### src/rtl/mc_pkg.sv
// Shared types and constants for the multicycle MIPS controller: FSM states,
// opcode/funct encodings, ALU control codes and ALU-op selectors.
package mc_pkg;

  typedef enum logic [3:0] {
    StFetch, StDecode, StMemAdr, StMemRd, StMemWb, StMemWr, StRex,
    StRwb, StBeq, StBne, StIex, StIwb, StJmp, StTrap
  } state_e;

  localparam logic [5:0] OpRtype = 6'b000000;
  localparam logic [5:0] OpLw    = 6'b100011;
  localparam logic [5:0] OpSw    = 6'b101011;
  localparam logic [5:0] OpBeq   = 6'b000100;
  localparam logic [5:0] OpBne   = 6'b000101;
  localparam logic [5:0] OpAddi  = 6'b001000;
  localparam logic [5:0] OpAndi  = 6'b001100;
  localparam logic [5:0] OpOri   = 6'b001101;
  localparam logic [5:0] OpSlti  = 6'b001010;
  localparam logic [5:0] OpJ     = 6'b000010;

  localparam logic [5:0] FnAdd = 6'b100000;
  localparam logic [5:0] FnSub = 6'b100010;
  localparam logic [5:0] FnAnd = 6'b100100;
  localparam logic [5:0] FnOr  = 6'b100101;
  localparam logic [5:0] FnSlt = 6'b101010;

  localparam logic [2:0] AluAnd = 3'b000;
  localparam logic [2:0] AluOr  = 3'b001;
  localparam logic [2:0] AluAdd = 3'b010;
  localparam logic [2:0] AluSub = 3'b110;
  localparam logic [2:0] AluSlt = 3'b111;

  localparam logic [1:0] AluOpAdd   = 2'b00;
  localparam logic [1:0] AluOpSub   = 2'b01;
  localparam logic [1:0] AluOpFunct = 2'b10;
  localparam logic [1:0] AluOpImm   = 2'b11;

  function automatic logic is_rfunct(input logic [5:0] f);
    return (f == FnAdd) || (f == FnSub) || (f == FnAnd) || (f == FnOr) || (f == FnSlt);
  endfunction

endpackage

### src/rtl/mc_aludec.sv
// ALU decoder: maps the FSM's ALU-op selector plus op/funct to an ALU control
// code; immediate ops also select zero-extension for andi/ori.
module mc_aludec
  import mc_pkg::*;
(
  input  logic [1:0] aluop,
  input  logic [5:0] op,
  input  logic [5:0] funct,
  output logic [2:0] alucontrol,
  output logic       imm_zext
);

  always_comb begin
    alucontrol = AluAdd;
    imm_zext   = 1'b0;
    case (aluop)
      AluOpSub: alucontrol = AluSub;
      AluOpFunct: begin
        case (funct)
          FnSub:   alucontrol = AluSub;
          FnAnd:   alucontrol = AluAnd;
          FnOr:    alucontrol = AluOr;
          FnSlt:   alucontrol = AluSlt;
          default: alucontrol = AluAdd;
        endcase
      end
      AluOpImm: begin
        case (op)
          OpAndi: begin
            alucontrol = AluAnd;
            imm_zext   = 1'b1;
          end
          OpOri: begin
            alucontrol = AluOr;
            imm_zext   = 1'b1;
          end
          OpSlti:  alucontrol = AluSlt;
          default: alucontrol = AluAdd;
        endcase
      end
      default: alucontrol = AluAdd;
    endcase
  end

endmodule

### src/rtl/mc_controller.sv
// Multicycle MIPS control unit: main FSM, output decode, ALU decode and a
// retired-instruction counter, with memory wait states and an illegal-op trap.
module mc_controller
  import mc_pkg::*;
#(
  parameter bit          MEM_WAIT_EN = 1'b1,
  parameter bit          EXT_ISA     = 1'b1,
  parameter int unsigned CNT_W       = 32
) (
  input  logic             clk,
  input  logic             reset,
  input  logic [5:0]       op,
  input  logic [5:0]       funct,
  input  logic             mem_ready,
  output logic             pcwrite,
  output logic             branch,
  output logic             branch_ne,
  output logic             memwrite,
  output logic             irwrite,
  output logic             regwrite,
  output logic             alusrca,
  output logic             iord,
  output logic             memtoreg,
  output logic             regdst,
  output logic             imm_zext,
  output logic [1:0]       alusrcb,
  output logic [1:0]       pcsrc,
  output logic [2:0]       alucontrol,
  output logic             illegal,
  output logic [CNT_W-1:0] instr_count
);

  state_e           state_q, state_d;
  logic [CNT_W-1:0] count_q;
  logic [1:0]       aluop;
  logic             rdy;

  assign rdy         = mem_ready | ~MEM_WAIT_EN;
  assign instr_count = count_q;

  always_ff @(posedge clk or posedge reset) begin
    if (reset) begin
      state_q <= StFetch;
      count_q <= '0;
    end else begin
      state_q <= state_d;
      // An instruction retires whenever the FSM re-enters FETCH.
      if (state_d == StFetch && state_q != StFetch) count_q <= count_q + CNT_W'(1);
    end
  end

  always_comb begin
    state_d = state_q;
    case (state_q)
      StFetch:  if (rdy) state_d = StDecode;
      StDecode: begin
        if (op == OpRtype && is_rfunct(funct)) begin
          state_d = StRex;
        end else begin
          case (op)
            OpLw, OpSw:            state_d = StMemAdr;
            OpBeq:                 state_d = StBeq;
            OpAddi:                state_d = StIex;
            OpJ:                   state_d = StJmp;
            OpAndi, OpOri, OpSlti: state_d = EXT_ISA ? StIex : StTrap;
            OpBne:                 state_d = EXT_ISA ? StBne : StTrap;
            default:               state_d = StTrap;
          endcase
        end
      end
      StMemAdr: state_d = (op == OpSw) ? StMemWr : StMemRd;
      StMemRd:  if (rdy) state_d = StMemWb;
      StMemWr:  if (rdy) state_d = StFetch;
      StRex:    state_d = StRwb;
      StIex:    state_d = StIwb;
      StTrap:   state_d = StTrap;
      default:  state_d = StFetch;
    endcase
  end

  always_comb begin
    pcwrite   = 1'b0;
    branch    = 1'b0;
    branch_ne = 1'b0;
    memwrite  = 1'b0;
    irwrite   = 1'b0;
    regwrite  = 1'b0;
    alusrca   = 1'b0;
    iord      = 1'b0;
    memtoreg  = 1'b0;
    regdst    = 1'b0;
    alusrcb   = 2'b00;
    pcsrc     = 2'b00;
    aluop     = AluOpAdd;
    illegal   = 1'b0;
    case (state_q)
      StFetch: begin
        alusrcb = 2'b01;
        irwrite = rdy;
        pcwrite = rdy;
      end
      StDecode: alusrcb = 2'b11;
      StMemAdr: begin
        alusrca = 1'b1;
        alusrcb = 2'b10;
      end
      StMemRd: iord = 1'b1;
      StMemWb: begin
        regwrite = 1'b1;
        memtoreg = 1'b1;
      end
      StMemWr: begin
        iord     = 1'b1;
        memwrite = 1'b1;
      end
      StRex: begin
        alusrca = 1'b1;
        aluop   = AluOpFunct;
      end
      StRwb: begin
        regwrite = 1'b1;
        regdst   = 1'b1;
      end
      StBeq, StBne: begin
        alusrca   = 1'b1;
        aluop     = AluOpSub;
        pcsrc     = 2'b01;
        branch    = (state_q == StBeq);
        branch_ne = (state_q == StBne);
      end
      StIex: begin
        alusrca = 1'b1;
        alusrcb = 2'b10;
        aluop   = AluOpImm;
      end
      StIwb: regwrite = 1'b1;
      StJmp: begin
        pcwrite = 1'b1;
        pcsrc   = 2'b10;
      end
      StTrap:  illegal = 1'b1;
      default: ;
    endcase
  end

  mc_aludec u_aludec (
    .aluop      (aluop),
    .op         (op),
    .funct      (funct),
    .alucontrol (alucontrol),
    .imm_zext   (imm_zext)
  );

endmodule

### config.mk
export PLATFORM = sky130hd
export DESIGN_NAME = mc_controller
export DESIGN_NICKNAME = d
export VERILOG_FILES = /design/src/rtl/mc_pkg.sv /design/src/rtl/mc_aludec.sv /design/src/rtl/mc_controller.sv
export SDC_FILE = /design/constraint.sdc
export NUM_CORES = 1
export LEC_CHECK = 0
export BUFFER_PORTS_ARGS = -buffer_cell sky130_fd_sc_hd__buf_4
export CAP_MARGIN = 10
export CORE_ASPECT_RATIO = 0.6
export CORE_MARGIN = 3
export CORE_UTILIZATION = 51
export CTS_BUF_LIST = sky130_fd_sc_hd__clkbuf_4 sky130_fd_sc_hd__clkbuf_8
export DETAILED_ROUTE_END_ITERATION = 10
export PLACE_DENSITY = 0.84
export SYNTH_ARGS = -nofsm -noshare
export SYNTH_HDL_FRONTEND = slang
export SYNTH_SLANG_ARGS = --single-unit
### constraint.sdc
create_clock -name clk -period 2.97 [get_ports clk]
set_input_delay 0.297 -clock clk [delete_from_list [all_inputs] [get_ports clk]]
set_output_delay 0.297 -clock clk [all_outputs]
set_load 0.005 [all_outputs]
---- After elaboration in Yosys (flattened, before gate mapping) ----
Index checks and enable logic that the tools add are counted.
storage, ports and cells
  register bits after elaboration ......... 36
  output and inout port bits .............. 51
cells by class
  reductions and logical operators ........ 18
  eq/ne operators ......................... 30
  add/sub/neg operators ................... 1
  muxes and demuxes ....................... 26
operators by type and width
  operator                                                         number
  6-bit == test, second input constant                             7
  32-bit by 1-bit adder with 32-bit output, second input constant  1
  4-bit case mux with 8 select lines                               1
  4-bit == test, second input constant                             6
  6-bit by 4-bit == test with 1-bit output, second input constant  4
  4-bit case mux with 5 select lines                               1
  3-bit case mux with 3 select lines                               2
  4-bit by 3-bit == test with 1-bit output, second input constant  4
  4-bit two-way mux                                                4
  6-bit by 3-bit == test with 1-bit output, second input constant  2
  1-bit two-way mux                                                12
  2-bit case mux with 3 select lines                               2
  3-bit case mux with 4 select lines                               1
  2-bit OR reduction                                               5
  4-bit by 2-bit == test with 1-bit output, second input constant  2
  4-bit zero test                                                  2
  6-bit by 2-bit == test with 1-bit output, second input constant  1
  6-bit zero test                                                  1
  5-bit OR reduction                                               1
  2-bit == test, second input constant                             2
  4-bit by 1-bit == test with 1-bit output, second input constant  1
  1-bit logical OR                                                 4
  2-bit case mux with 2 select lines                               1
  4-bit nonzero test                                               1
  other kinds (6)                                                  7

---- Depth between registers and ports, before layout ----
Gate-level depths: netlist of the first run.
  depth in word-level cells ............... 10
  depth in mapped cells ................... 9
  depth with buffers taken out ............ 7

---- Cells and area by module ----
Synthesis of the first run repeated with hierarchy kept, for this count alone.
unflattened totals
  cells, all modules ...................... 247
  area total of the unflattened synthesis .. 2258.4 sq um
modules (own cells, without submodules)
  module         times used  area each (sq um)  cells each
  mc_controller  1           2134.5             230
  mc_aludec      1           123.9              17

---- Least setup slack after synthesis of the first run ----
No wires, ideal clock.
  kind .................................... register -> output
  from .................................... register state_q[3]
  to ...................................... output alucontrol[2]
  data required time ...................... 2.673 ns
  slack ................................... 0.661 ns
  stages on the path, launching flop included .. 7
  data arrival time ....................... 2.012 ns
  path through ............................ dfrtp_1 -> clkbuf_1 -> inv_1 -> nand2_1 -> or3b_2 -> or4b_2 -> o22ai_1
between the ends
  longest elaborated chain between the ends .. 5
  elaborated cells between the ends (all ways) .. 10
  those cells by class .................... eq/ne: 7; mux: 2; reduce/logical: 1
ends and longest elaborated chain
  item                                                                              RTL line             text
  start: declaration                                                                mc_controller.sv:33  state_e state_q, state_d;
  start signal: assignment                                                          mc_controller.sv:43  state_q <= StFetch;
  start signal: assignment                                                          mc_controller.sv:46  state_q <= state_d;
  4-bit == test                                                                     mc_controller.sv:96  case (state_q)
  2-bit OR reduction                                                                mc_controller.sv:96
  2-bit case mux with 3 select lines (*)                                            mc_controller.sv:96
  2-bit == test / 2-bit by 1-bit == test with 1-bit output (equally long branches)  mc_aludec.sv:16      case (aluop)
  3-bit case mux with 3 select lines (*)                                            mc_aludec.sv:16
  end: declaration                                                                  mc_controller.sv:28  output logic [2:0] alucontrol,
Every way passes the cells marked *; elsewhere a longest branch is shown, timed or not.

---- Final worst setup path of the first run ----
Ends and elaborated chain as after synthesis.

==> results_dict.tcl, run 1 <==
set metrics [dict create \
    criticalPathCategory "reg -> out" \
    wl_per_cell_um 15.0 \
    ioPinCount 66 \
    post-route-period-util_pct 94.8 \
    clock_path_buffers 2 \
    syn-cell-area_um2 2220 \
    routabilityCongestion 0.934 \
    clkTransAtPathRegs_ps 70 \
    grt_pass1_vias 1722 \
    n_antenna_cell 0 \
    stdcell_area_um2 2840 \
    irDropWorstVdd_mv 0.471 \
    coreArea_um2 3910 \
    min_period_ps 2820 \
    multi_input_area_um2 1250 \
    nets 317 \
    final_util_pct 72.6 \
    synth_fp_nets 251 \
    tightest_slew_ps 637 \
    drive_gt1_share_pct 32.2 \
    hold_buffers 0 \
    io_buffers 65 \
    die-area_um2 5210 \
    grt_pass1_wl_um 8450 \
    ant_nets 0 \
    powerDensity_nw_per_um2 643 \
    cap_violations 0 \
    num_rows 17 \
    required_ps 2670 \
    die-height_um 57.1 \
    netlist_instances 235 \
    fmax_mhz 355 \
    synth_edf_count 0 \
    placed_area_um2 2740 \
    cts_buffers 5 \
    clockRootBuffer "clkbuf_8" \
    yosysSeqAreaShare_pct 40.5 \
    maxSlewViolCount 0 \
    antenna_found_initial 0 \
    reg2reg_depth 7 \
    rsz0062_at_grt "no" \
    synth_cell_types 56 \
    final_common_cell "buf_4" \
    place_hpwl_um 4040 \
    worst_ep_arrival_time_ps 2520 \
    grt_use_total_pct 20.0 \
    clock-skew-final_ps 1.69 \
    cts_sinks 36 \
    timing.hold.ws_ps 130 \
    post_cts_buffers 0 \
    drt_first_iter_violations 145 \
    area_growth_pct 27.8 \
    ys.warnings.count 0 \
    first_pass_iters 4 \
    worstSkewPairLatency_ps 270 \
    p_leak_nw 1.38 \
    vias 1978 \
    avgViaCountPerCell 5.53 \
    tns_ps 0 \
    cp-start-kind "flop" \
    cts_tree "yes" \
    cp-end-kind "output pin" \
    setup_viol 0 \
    grt-ovfl-total 0 \
    hold_class "in -> async" \
    cp_max_fo 14 \
    drt_wl_total_um 5360 \
    fill_cells 307 \
    fp.dieW_um 91.2 \
    synth-async-reset-ratio_pct 100 \
    seq_area_um2 902 \
    finalHoldViolCount 0 \
    cts_max_level 2 \
    synth.avg_cell_area_um2 9.46 \
    drc 0 \
    slew_headroom_pct 57.3 \
    grt_max_degree 37 \
    ys_ff_latch 36 \
    layout_common_cells "buf_4, dfrtp_1, nand2_1" \
    start_util_pct 56.8 \
    status "completed" \
    synth_flop_cell "dfrtp_1" \
]
[cell usage after synthesis (all sizes together) (6+ instances only)]
cell type,count,area share (%)
dfrtp,36,41
nand2,24,4.2
nor2,23,4.2
xnor2,20,7.9
and3,14,4.2
nor3,12,3.7
xor2,12,4.7
nand3,9,2.0
nand4,9,2.8
a21oi,8,2.0
nand2b,8,2.3
inv,6,1.0
o21ai,6,1.5
[flip-flops by register name, summed over array words and instances (netlist names)]
register     flops
instr_count     32
state_q          4
[cell type report]
type | instances | share of cell area (%)
Inverter | 6 | 0.793
Clock buffer | 7 | 3.39
Timing Repair Buffer | 66 | 17.4
Sequential cell | 36 | 31.7
Tap cell | 57 | 2.51
Multi-Input combinational cell | 186 | 44.1
[worst paths after layout]
check	slack [ps]	endpoint	from
worst max-delay path	150	alucontrol[2]	state_q[3]$_DFF_PP0_
worst min-delay path	130	instr_count[22]$_DFFE_PP0P_	reset
worst max register to register	400	instr_count[23]$_DFFE_PP0P_	state_q[1]$_DFF_PP0_
worst min register to register	480	instr_count[31]$_DFFE_PP0P_	instr_count[31]$_DFFE_PP0P_
max in group asynchronous	2510	state_q[2]$_DFF_PP0_	reset
min in group clk	370	state_q[1]$_DFF_PP0_	op[4]
[layer usage]
layer  GRT usage [%]  vias to the layer above  part of all wire (%)
li1                -                      954                     -
met1            31.0                      937                    49
met2            27.3                       85                    41
met3            6.06                        2                   9.5
met4            3.65                        0                  0.32
met5               0                        -                     0
[through the flow]
step,total power [W],cells,setup WS [ps]
after floorplan,0.00118,235,661
after detailed placement,0.00146,351,442
after CTS,0.00183,358,166
final,0.00183,358,153
after global placement,0.00144,351,538
after global routing,0.00194,358,40.1
[critical path, stage by stage (launching register included)]
cell,delay (ps)
dfrtp_1,530
inv_1,180
nand2_1,140
or3b_2,500
or4b_2,620
o22ai_1,150
buf_4,130
[power breakdown]
group,switching [W],total [W],leakage (nW),internal (W)
registers,0.000132,0.000689,0.476,0.000558
logic,0.000394,0.000772,0.858,0.000378
clock network,0.000161,0.000367,0.0503,0.000207
[timing repair]
item,CTS,global route
endpoints found under the setup margin,0,1
resized for setup,0,1
hold endpoints to repair,0,0
[logic make-up (layout without fill, tap and decap cells)]
group / Yosys count / count (layout) / share of synthesized area, %
xor+xnor: 32 / 32 / 12.6
flops: 36 / 36 / 40.5
simple gates: 123 / 123 / 32.4
mux: 3 / 3 / 1.63
fa+ha+maj: 1 / 1 / 0.563
buf+inv: 13 / 79 / 3.09
compound gates: 27 / 27 / 9.23
(Power assumes the default switching activity.)
==> run 2, diff against run 1 <==
Settings changed: CORE_UTILIZATION 51 to 40, GPL_TIMING_DRIVEN set to 0, PLACE_DENSITY 0.84 to 0.69.
==> run 2 against run 1 <==
- wire length increased by 0.58%
- combinational power up 12%
- clock-buffer cell count fell by 1
- clock skew grew 6.9 ps
- sequential cell count unchanged
- sequential power shrank 5.4%
- total power increased by 2.9%
- core utilization fell by 17 points
- setup slack improved by 18 ps
- via count increased by 1.9%
- cell area is 2.0% higher
- maximum frequency is 0.65% higher
- critical path type unchanged
==> results_dict.tcl, run 2 (synthesized netlist as in run 1, its figures left out) <==
set metrics [dict create \
    post_cts_buffers 0 \
    cp_max_fo 14 \
    n_antenna_cell 0 \
    finalNonFillerCells 374 \
    die-area_um2 6520 \
    drt_wl_total_um 5390 \
    cts_tree "yes" \
    cts_buffers 5 \
    drive_gt1_share_pct 33.1 \
    hold_class "in -> async" \
    ant_nets 0 \
    cap_violations 0 \
    netSwitchingPower_w 0.000718 \
    place_hpwl_um 4240 \
    final_common_cell "buf_4" \
    slowest_stage "or4b_2" \
    cp-end-kind "output pin" \
    start_util_pct 42.7 \
    first_pass_iters 5 \
    clock_path_buffers 2 \
    grt_use_total_pct 17.7 \
    finalHoldViolCount 0 \
    tightest_slew_ps 862 \
    cp-start-kind "flop" \
    area_growth_pct 30.4 \
    grt_max_degree 23 \
    grt-ovfl-total 0 \
    clock-skew-final_ps 8.54 \
    coreArea_um2 5200 \
    irDropWorstVdd_mv 0.397 \
    post-route-period-util_pct 94.2 \
    largest_reg_flops 32 \
    powerDensity_nw_per_um2 649 \
    wl_per_cell_um 14.4 \
    drc 0 \
    grt_pass1_wl_um 8980 \
    crit_path_max_incr_delay_ps 620 \
    num_rows 20 \
    die-height_um 63.8 \
    crit_buf_inv 2 \
    fmax_mhz 357 \
    layout_common_cells "buf_4, dfrtp_1, nand2_1" \
    routabilityCongestion 0.829 \
    power_frac_comb_pct 46.2 \
    drt_first_iter_violations 79 \
    rsz0062_at_grt "no" \
    worstSkewPairLatency_ps 290 \
    p_clk_share_pct 19.1 \
    maxSlewViolCount 0 \
    fp.dieW_um 102 \
    io_buffers 65 \
    cts_sinks 36 \
    criticalPathCategory "reg -> out" \
    antenna_found_initial 0 \
    crit_path_cell_trace "inv_1 -> nand2_1 -> or3b_2 -> or4b_2 -> o22ai_1 -> buf_4" \
    hold_buffers 0 \
    crit_family "simple AND/OR/NAND/NOR gates" \
    clockRootBuffer "clkbuf_8" \
    min_period_ps 2800 \
    clkTransAtPathRegs_ps 80 \
    r2r_start "state_q[3]$_DFF_PP0_" \
    grt_pass1_vias 1847 \
    avgViaCountPerCell 5.39 \
    worst_ep_arrival_time_ps 2500 \
    p_leak_nw 1.41 \
    status "completed" \
    tns_ps 0 \
    required_ps 2670 \
    swShare_pct 38.2 \
    vias 2015 \
    nets 323 \
    setup_viol 0 \
    p_int_w 0.00116 \
    slew_headroom_pct 42.5 \
    seq_power_share_pct 34.7 \
    cts_max_level 2 \
    place_inst 367 \
    ioPinCount 66 \
    critPathLaunch "state_q[3]$_DFF_PP0_" \
]
-- run 2: cell type report --
class	instances	area, um2
sequential	36	902
tap	66	82.6
timing repair buffer	66	503
fill	465	2310
clock inverter	2	10.0
buffer	6	42.5
inverter	6	22.5
clock buffer	6	82.6
multi-input combinational	186	1250
-- run 2: what timing repair did --
item,in CTS,in global routing
gates resized for setup,0,1
endpoints found under the setup margin,1,1
endpoints found under the hold margin,0,0
cloned,0,0
-- run 2: power by group through the flow --
stage | registers, W | logic, W | clock network (W)
6_report | 0.000652 | 0.000868 | 0.000360
5_1_grt | 0.000667 | 0.000963 | 0.000394
4_1_cts | 0.000650 | 0.000871 | 0.000373
3_5_place_dp | 0.000646 | 0.000884 | 0
3_3_place_gp | 0.000647 | 0.000872 | 0
2_1_floorplan | 0.000633 | 0.000551 | 0
-- run 2: metal layers --
metal / GRT usage, % / vias up / wire (um)
li1: - / 972 / -
met1: 28.4 / 948 / 2730
met2: 22.6 / 89 / 2150
met3: 6.22 / 6 / 484
met4: 2.95 / 0 / 23
met5: 0 / - / 0
-- run 2: path summary, 6_finish.rpt --
| check | end | slack, ps | depth (start not counted) |
|---|---|---|---|
| max | alucontrol[2] | 170 | 6 |
| min | instr_count[25]$_DFFE_PP0P_ | 180 | 2 |
| max reg2reg | instr_count[31]$_DFFE_PP0P_ | 590 | 7 |
| min reg2reg | instr_count[21]$_DFFE_PP0P_ | 490 | 1 |
| max in group asynchronous | instr_count[6]$_DFFE_PP0P_ | 2190 | 3 |
| min in group clk | state_q[1]$_DFF_PP0_ | 360 | 2 |
-- run 2: through the flow --
| stage | area, um2 | setup WS, ps | power (W) | hold slack, ps | utilization [%] |
|---|---|---|---|---|---|
| after global placement | 2790 | 355 | 0.00152 | 465 | 53.7 |
| final | 2900 | 172 | 0.00188 | 180 | 55.7 |
| after detailed placement | 2810 | 327 | 0.00153 | 490 | 54.0 |
| after global routing | 2900 | 50.3 | 0.00202 | 252 | 55.7 |
| after CTS | 2900 | 102 | 0.00189 | 206 | 55.7 |
| after floorplan | 2220 | 661 | 0.00118 | 464 | - |
